===== src/rtl/pwm_capture_pkg.sv =====
// pwm_capture_pkg: shared PWM constants and capture state encoding
package pwm_capture_pkg;
  localparam int NUM_W_DEF = 10;
  localparam int CNT_W_DEF = 16;
  localparam int TIMEOUT_DEF = 4096;
  typedef enum logic [1:0] {WAIT_LOW, WAIT_RISE, HIGH, LOW} state_t;
endpackage


===== src/rtl/pwm_capture_sync_edge.sv =====
// sync_edge: 2-flop synchroniser followed by a registered edge detector
module sync_edge (
  input  logic clk,
  input  logic rst,
  input  logic d_in,
  output logic level,
  output logic rise,
  output logic fall
);
  logic s1, s2;
  always_ff @(posedge clk or posedge rst) begin
    if (rst) begin
      s1 <= 1'b0;
      s2 <= 1'b0;
      level <= 1'b0;
      rise <= 1'b0;
      fall <= 1'b0;
    end else begin
      s1 <= d_in;
      s2 <= s1;
      level <= s2;
      rise <= s2 & ~level;
      fall <= ~s2 & level;
    end
  end
endmodule


===== src/rtl/pwm_capture.sv =====
// pwm_capture: measures PWM high time, period and duty code with stuck-line timeout
module pwm_capture
  import pwm_capture_pkg::*;
#(
  parameter int NUM_W = NUM_W_DEF,
  parameter int CNT_W = CNT_W_DEF,
  parameter int TIMEOUT = TIMEOUT_DEF
) (
  input  logic             clk,
  input  logic             rst,
  input  logic             pwm_in,
  output logic [CNT_W-1:0] high_len,
  output logic [CNT_W-1:0] period_len,
  output logic [NUM_W-1:0] number,
  output logic             period_ok,
  output logic             valid,
  output logic             stuck_hi,
  output logic             stuck_lo
);
  localparam logic [CNT_W-1:0] CMAX = '1;
  localparam logic [CNT_W-1:0] NSAT = CNT_W'((1 << NUM_W) - 1);
  localparam logic [CNT_W-1:0] PER = CNT_W'(1 << NUM_W);
  localparam logic [CNT_W-1:0] TO = CNT_W'(TIMEOUT);
  localparam logic TO_OK = TIMEOUT == (1 << NUM_W);
  state_t state;
  logic level, rise, fall, edge_s, tout;
  logic [CNT_W-1:0] cnt, pend, idle;
  logic [1:0] warm;
  function automatic logic [NUM_W-1:0] to_num(input logic [CNT_W-1:0] h);
    return (h > NSAT) ? '1 : h[NUM_W-1:0];
  endfunction
  sync_edge u_sync (.clk(clk), .rst(rst), .d_in(pwm_in), .level(level), .rise(rise), .fall(fall));
  always_comb begin
    edge_s = rise | fall;
    tout = (idle == TO - 1'b1) && !edge_s;
  end
  // warm holds WAIT_LOW until the synchroniser has flushed its reset zeros
  always_ff @(posedge clk or posedge rst) begin
    if (rst) begin
      state <= WAIT_LOW;
      cnt <= '0;
      pend <= '0;
      idle <= '0;
      warm <= '0;
      high_len <= '0;
      period_len <= '0;
      number <= '0;
      period_ok <= 1'b0;
      valid <= 1'b0;
      stuck_hi <= 1'b0;
      stuck_lo <= 1'b0;
    end else begin
      valid <= 1'b0;
      warm <= warm + 2'(warm != 2'd3);
      idle <= edge_s ? '0 : (idle == TO ? idle : idle + 1'b1);
      cnt <= (cnt == CMAX) ? cnt : cnt + 1'b1;
      case (state)
        WAIT_LOW: if (warm == 2'd3 && !level) state <= WAIT_RISE;
        WAIT_RISE: if (rise) begin
          cnt <= CNT_W'(1);
          state <= HIGH;
        end
        HIGH: if (fall) begin
          pend <= cnt;
          state <= LOW;
        end else if (tout) begin
          high_len <= TO;
          period_len <= TO;
          number <= '1;
          period_ok <= TO_OK;
          valid <= 1'b1;
          stuck_hi <= 1'b1;
          state <= WAIT_LOW;
        end
        LOW: if (rise) begin
          high_len <= pend;
          period_len <= cnt;
          number <= to_num(pend);
          period_ok <= cnt == PER;
          valid <= 1'b1;
          stuck_hi <= 1'b0;
          stuck_lo <= 1'b0;
          cnt <= CNT_W'(1);
          state <= HIGH;
        end else if (tout) state <= WAIT_RISE;
        default: state <= WAIT_LOW;
      endcase
      if (tout && state != HIGH) begin
        high_len <= '0;
        period_len <= TO;
        number <= '0;
        period_ok <= TO_OK;
        valid <= 1'b1;
        stuck_lo <= 1'b1;
      end
    end
  end
endmodule


===== config.mk =====
export PLATFORM = sky130hd
export DESIGN_NAME = pwm_capture
export DESIGN_NICKNAME = d
export VERILOG_FILES = /design/src/rtl/pwm_capture_pkg.sv /design/src/rtl/pwm_capture_sync_edge.sv /design/src/rtl/pwm_capture.sv
export SDC_FILE = /design/constraint.sdc
export NUM_CORES = 1
export LEC_CHECK = 0
export BUFFER_PORTS_ARGS = -buffer_cell sky130_fd_sc_hd__buf_2
export CELL_PAD_IN_SITES_DETAIL_PLACEMENT = 2
export CELL_PAD_IN_SITES_GLOBAL_PLACEMENT = 2
export CORE_MARGIN = 4
export CORE_UTILIZATION = 40
export CTS_CLUSTER_SIZE = 28
export DETAILED_ROUTE_END_ITERATION = 8
export MAX_ROUTING_LAYER = met4
export PLACE_DENSITY_LB_ADDON = 0.1
export SETUP_SLACK_MARGIN = 0.3
export SYNTH_ARGS = -nofsm -noshare
export SYNTH_HDL_FRONTEND = slang
export SYNTH_SLANG_ARGS = --single-unit

===== constraint.sdc =====
create_clock -name clk -period 8 [get_ports clk]
set_clock_uncertainty 0.2 [all_clocks]
set_input_delay 0 -clock clk [delete_from_list [all_inputs] [get_ports clk]]
set_output_delay 0 -clock clk [all_outputs]
set_load 0.01 [all_outputs]

Yosys cells after proc, flatten, opt, wreduce, memory -nomap -nowiden
Index checks and enable logic that the tools add are counted.
Widths: inputs -> output; s select.
{"block": "totals", "ff_bits": 103, "n_memories": 0, "rom_bits": 0, "mem_bits_rw": 0, "word_cells": 105, "latchBits": 0, "output_inout_bits": 46}
{"block": "classes", "mul": 0, "muxes": 42, "bitwise": 5, "add_sub_neg": 3, "n_lt_le_gt_ge": 1, "n_shift": 0, "n_eq_ne": 21, "reduce_logical": 16, "div": 0}
{"operator": "$mux 16", "n": 11}
{"operator": "$pmux 16 s2", "n": 2}
{"operator": "$mux 10", "n": 5}
{"operator": "$add 16x1->16 const B", "n": 2}
{"operator": "$pmux 10 s2", "n": 1}
{"operator": "$eq 16x11->1 const B", "n": 1}
{"operator": "$eq 16x12->1 const B", "n": 1}
{"operator": "$eq 16x13->1 const B", "n": 1}
{"operator": "$eq 16x16->1 const B", "n": 1}
{"operator": "$gt 16x10->1 const B", "n": 1}
{"operator": "$mux 1", "n": 13}
{"operator": "$mux 2", "n": 6}
{"operator": "$ne 2x2->1 const B", "n": 6}
{"operator": "$reduce_and 4->1", "n": 3}
{"operator": "$ne 3x2->1 const B", "n": 3}
{"operator": "$pmux 2 s4", "n": 1}
{"operator": "$eq 2x2->1 const B", "n": 3}
{"operator": "$ne 3x3->1 const B", "n": 2}
{"operator": "$pmux 1 s2", "n": 3}
{"operator": "$reduce_bool 2->1", "n": 3}
{"operator": "$ne 2x1->1 const B", "n": 2}
{"operator": "$reduce_and 2->1", "n": 2}
{"operator": "$logic_and 1x1->1", "n": 3}
{"operator": "$reduce_bool 3->1", "n": 1}
{"operator": "8 further kinds", "n": 11}

Depth between registers and ports, before layout
{"block": "logic_depth", "ltp_word": 7, "ltp_mapped": 7, "depth_no_buf": 6}

Cells and area by module
A second synthesis with hierarchy kept.
{"block": "unflattened", "hier_cells": 452, "hier_area_um2": 4588.2}
{"mod": "pwm_capture", "area_per_inst_um2": 4444.3, "cells_each": 444, "instances": 1, "seq_area_each_um2": 2452.4}
{"mod": "sync_edge", "area_per_inst_um2": 143.9, "cells_each": 8, "instances": 1, "seq_area_each_um2": 125.1}

Worst setup path after synthesis
OpenSTA, ideal clock, no wires.
{"block": "synth_path", "path_type": "reg2reg", "startpoint": "reg u_sync.rise", "endpoint": "reg high_len[0]", "path_stages_with_launch": 8, "t_required_ns": 7.677, "slack_ns": 6.121, "arrival_ns": 1.555, "synth_period_minus_slack_ns": 1.879, "path_buffers": 3, "path_cell_list": "dfrtp_1 or2_2 clkbuf_1 nor3_2 and2_1 buf_2 buf_2 a21oi_1"}
{"block": "synth_via", "elab_chain_cells": 6, "elab_cells_between_ends": 10, "cone_classes": "eq/ne: 3; mux: 1; bitwise: 1; reduce/logical: 5"}
{"item": "start: declaration", "line_no": "pwm_capture_sync_edge.sv:7", "text": "output logic rise,"}
{"item": "start signal: assignment", "line_no": "pwm_capture_sync_edge.sv:22", "text": "rise <= s2 & ~level;"}
{"item": "$or 1x1->1", "line_no": "pwm_capture.sv:34", "text": "edge_s = rise | fall;"}
{"item": "$logic_not 1->1", "line_no": "pwm_capture.sv:35", "text": "tout = (idle == TO - 1'b1) && !edge_s;"}
{"item": "$logic_and 1x1->1", "line_no": "pwm_capture.sv:35"}
{"item": "$logic_and 1x1->1", "line_no": "pwm_capture.sv:88", "text": "if (tout && state != HIGH) begin"}
{"item": "$ne 3x3->1 (no source line) (tied with other cells)"}
{"item": "$reduce_and 4->1 (no source line)"}
{"item": "end signal: assignment", "line_no": "pwm_capture.sv:76", "text": "high_len <= pend;"}
{"item": "end: declaration", "line_no": "pwm_capture.sv:12", "text": "output logic [CNT_W-1:0] high_len,"}
Parallel ways exist; a longest one is shown, timed or not.
A chain may end at the register's enable or synchronous reset.

Worst setup path in the final report
{"block": "layout_path", "startpoint": "reg idle[0]", "endpoint": "reg number[1]"}
{"block": "layout_via", "elab_chain_cells": 5, "elab_cells_between_ends": 9, "cone_classes": "eq/ne: 4; mux: 1; reduce/logical: 4"}
{"item": "start: declaration", "line_no": "pwm_capture.sv:27", "text": "logic [CNT_W-1:0] cnt, pend, idle;"}
{"item": "start signal: assignment", "line_no": "pwm_capture.sv:55", "text": "idle <= edge_s ? '0 : (idle == TO ? idle : idle + 1'b1);"}
{"item": "$eq 16x12->1 (*)", "line_no": "pwm_capture.sv:35"}
{"item": "$logic_and 1x1->1 (*)", "line_no": "pwm_capture.sv:35"}
{"item": "$logic_and 1x1->1", "line_no": "pwm_capture.sv:88"}
{"item": "$ne 3x3->1 (no source line) (tied with other cells)"}
{"item": "$reduce_and 4->1 (no source line)"}
{"item": "end signal: assignment", "line_no": "pwm_capture.sv:78", "text": "number <= to_num(pend);"}
{"item": "end: declaration", "line_no": "pwm_capture.sv:14", "text": "output logic [NUM_W-1:0] number,"}
Every way passes the cells marked *; elsewhere a longest branch is shown, timed or not.

==> results.md <==
- Drt pass-1 iters: 4
- GRT Total Usage: a little over a fifth
- Largest net degree at the start of global routing: between 50 and 60
- Total global routing overflow: 0
- Via count: between 3,000 and 4,000
- FF-to-FF setup slack: 5.67 ns
- Die area: between 0.01 and 0.015 mm²
- Number of global-route vias before repair: 3,871
- Slew Viols, Final: 0
- Core Area: approximately 0.011 mm²
- Final instance area: 0.00515 mm²
- Outcome: finished clean
- Initial Utilization: 41.2%
- Die Y-Extent: 114 µm
- Most frequent cell after synthesis: dfrtp_1
- DRC Markers: 0
- Post-detail-place hpwl: 8480 µm
- # setup viols final: 0
- Post-Syn Nets: 451
- Post-synth EDFFs: 0
- Max_slew headroom: a little under two fifths
- CTS Buf Count: 9
- CTS tree: yes
- Worst Hold Class: input port to async pin
- Ys flop type: dfrtp_1
- Ports: just under 50
- DRT Wirelength: around 13,000 µm
- Max-Cap Viols: 0
- Critical path arrival: approximately 2.3 ns
- Non-Filler Instances: ~630
- Mapped Area: 0.00450 mm²
- Mapped Cells: about 440
- ANT cells: 0
- Endpoint class of the critical path: flop
- Worst setup path class: flop to flop
- CTS max path bufs: 2
- Seq/Total Area, Yosys: 57.3%
- Crit path from: idle[0]$_DFFE_PP0P_
- Critical path endpoint: number[1]$_DFFE_PP0P_
- Post-DR wirelength/cell: between 20 and 25 µm
- Unrepaired setup endpoints after global routing: no
- Post-synth top area cell: dfrtp_1
- Reg2reg start: idle[0]$_DFFE_PP0P_
- FF-to-FF End: number[1]$_DFFE_PP0P_
- Worst VDD drop: 0.163 mV
- Fin nets: 492
- CP required: 7.99 ns
- Resize count post-CTS: 0
- Post-synth top area share: a little under three fifths
- Syn avg cell area: 10.1 µm²
- Share of cells above drive strength 1: 18.9%
- FP Rows: 38
- Leakage: 2.40 nW
- Die W: between 100 and 150 µm
- Slew @ Worst Pin: just over 0.9 ns
- Setup TNS Final: 0 ns
- Area growth syn-to-layout: 14.5%
- Setup bufs post-CTS: 0
- Crit path launch type: flop
- CTS HTree Levels: 3
- Routed Antenna Nets: 0
- Top cells by area in the synthesized netlist: dfrtp_1 57%, nand2_1 6.6%, a21oi_1 5.2%
- Final worst-path cycle share: 29.1%
- Antenna violations before repair: 0
- Fillers: 1,159
- Asr flop ratio synth: 100%
- Worst Path Max Fanout: 10
- PD cells: 267 mW/mm²
- Yosys cell types: 47
- Later-pin clock latency in the skew report: 0.35 ns
- Peak Freq: between 400 and 500 MHz
- Placed cell count: 612
- RD Place Congestion: 0.808
- FF-to-FF path depth: 5
- Synth Register Bits: 103
- Post-DR vias/cell: 5.68
- List of most frequent post-synthesis cells: 103 x dfrtp_1, 79 x nand2_1, 47 x a21oi_1, 30 x nor2_1, 16 x mux2_2
- # clock sinks: a little over 100
- First-pass GRT wire length: 21,100 µm
- Final min period: around 2.3 ns
- Clock-pin slew on the worst setup and hold paths: roughly 0.07 ns
- Synthesis warning total: 0
- Final hold vios: 0
- Iteration-0 DRC Markers: 197
- Port buffer count: 48
- Root Buffer: clkbuf_16
- Area of placed instances: 0.00485 mm²
-- cells by family after synthesis --
kind of cell / after synthesis / share of synthesized area (%)
adders and majority gates: 4 / 1.11
DFF: 103 / 57.3
and+or+nand+nor: 182 / 19.8
muxes: 18 / 4.45
xor gates and xnor gates: 13 / 2.53
buffers and inverters: 39 / 3.50
AOI/OAI and AO/OA: 85 / 11.3
-- cell type report --
type / instances / area (µm²) / share of cell area (%)
timing repair buffer: 55 / 298 / 5.78
multi-input combinational: 302 / 1770 / 34.3
clock inverter: 1 / 30.0 / 0.583
inverter: 14 / 55.1 / 1.07
sequential: 103 / 2580 / 50.0
tap: 140 / 175 / 3.40
clock buffer: 13 / 250 / 4.86
-- flip-flops by register name, summed over array words and instances (netlist names), 2 cells and up --
name        count
period_len     16
pend           16
number         10
cnt            16
warm            2
high_len       16
idle           16
state           2
-- repair_timing --
action | CTS | global route
endpoints found under the hold margin | 50 | 0
endpoints found under the setup margin | 0 | 0
hold buffers | 2 | 0
-- critical path, stage by stage, from the launching register on --
cell and delay, ns:
dfrtp_1 0.42, ha_1 0.28, nand3_1 0.22, nor3_2 0.11
a31oi_1 0.76, o2bb2ai_1 0.18
-- worst min path at each step --
stage	cells after the start	slack [ns]	endpoint
4_1_cts	2	0.08	u_sync.s1$_DFF_PP0_
5_1_grt	2	0.11	u_sync.s1$_DFF_PP0_
3_5_place_dp	1	-0.09	u_sync.s1$_DFF_PP0_
6_report	3	0.09	high_len[12]$_DFFE_PP0P_
2_1_floorplan	0	-0.17	u_sync.s1$_DFF_PP0_
3_3_place_gp	1	-0.09	u_sync.s1$_DFF_PP0_
-- stage by stage --
stage	util, %	hold slack (ns)	setup slack [ns]	power [mW]
after floorplan	-	-0.169	5.10	0.833
after global placement	44.4	-0.0903	5.78	0.942
after detailed placement	44.4	-0.0903	5.69	0.962
after CTS	47.1	0.0824	5.66	1.40
after global routing	47.1	0.107	5.51	1.46
final	47.1	0.0881	5.67	1.38
-- report_power, final --
group	total [mW]	internal, mW	switching, mW
Combinational	0.261	0.109	0.151
Clock	0.430	0.248	0.182
Sequential	0.687	0.601	0.0863
Total	1.38	0.958	0.420
-- metal layers --
metal | GRT usage (%) | vias to the layer above | share of wire [%]
met5 | - | - | 0
met3 | 4.44 | 10 | 4.6
met2 | 33.6 | 67 | 47
met4 | 4.67 | 0 | 1.0
li1 | - | 1620 | -
met1 | 29.0 | 1868 | 47
-- layout by cell type, fill, tap and decap left out, drive strengths merged, types with 3 or more instances in the layout --
cell type  Yosys  final
a21oi         47     47
and3           4      4
buf           10     53
clkbuf        15     13
dfrtp        103    103
ha             4      4
inv           14     14
mux2          16     16
nand2         79     79
nand3         14     14
nand4         10     10
nor2          30     30
nor3           6      6
nor4          10     10
nor4b          3      3
o21ai         12     12
o2bb2ai       10     10
o41ai          3      3
or2            3      3
or3           12     12
xnor2          8      8
xor2           5      5
Note: power is estimated with default switching activity, not from simulation.
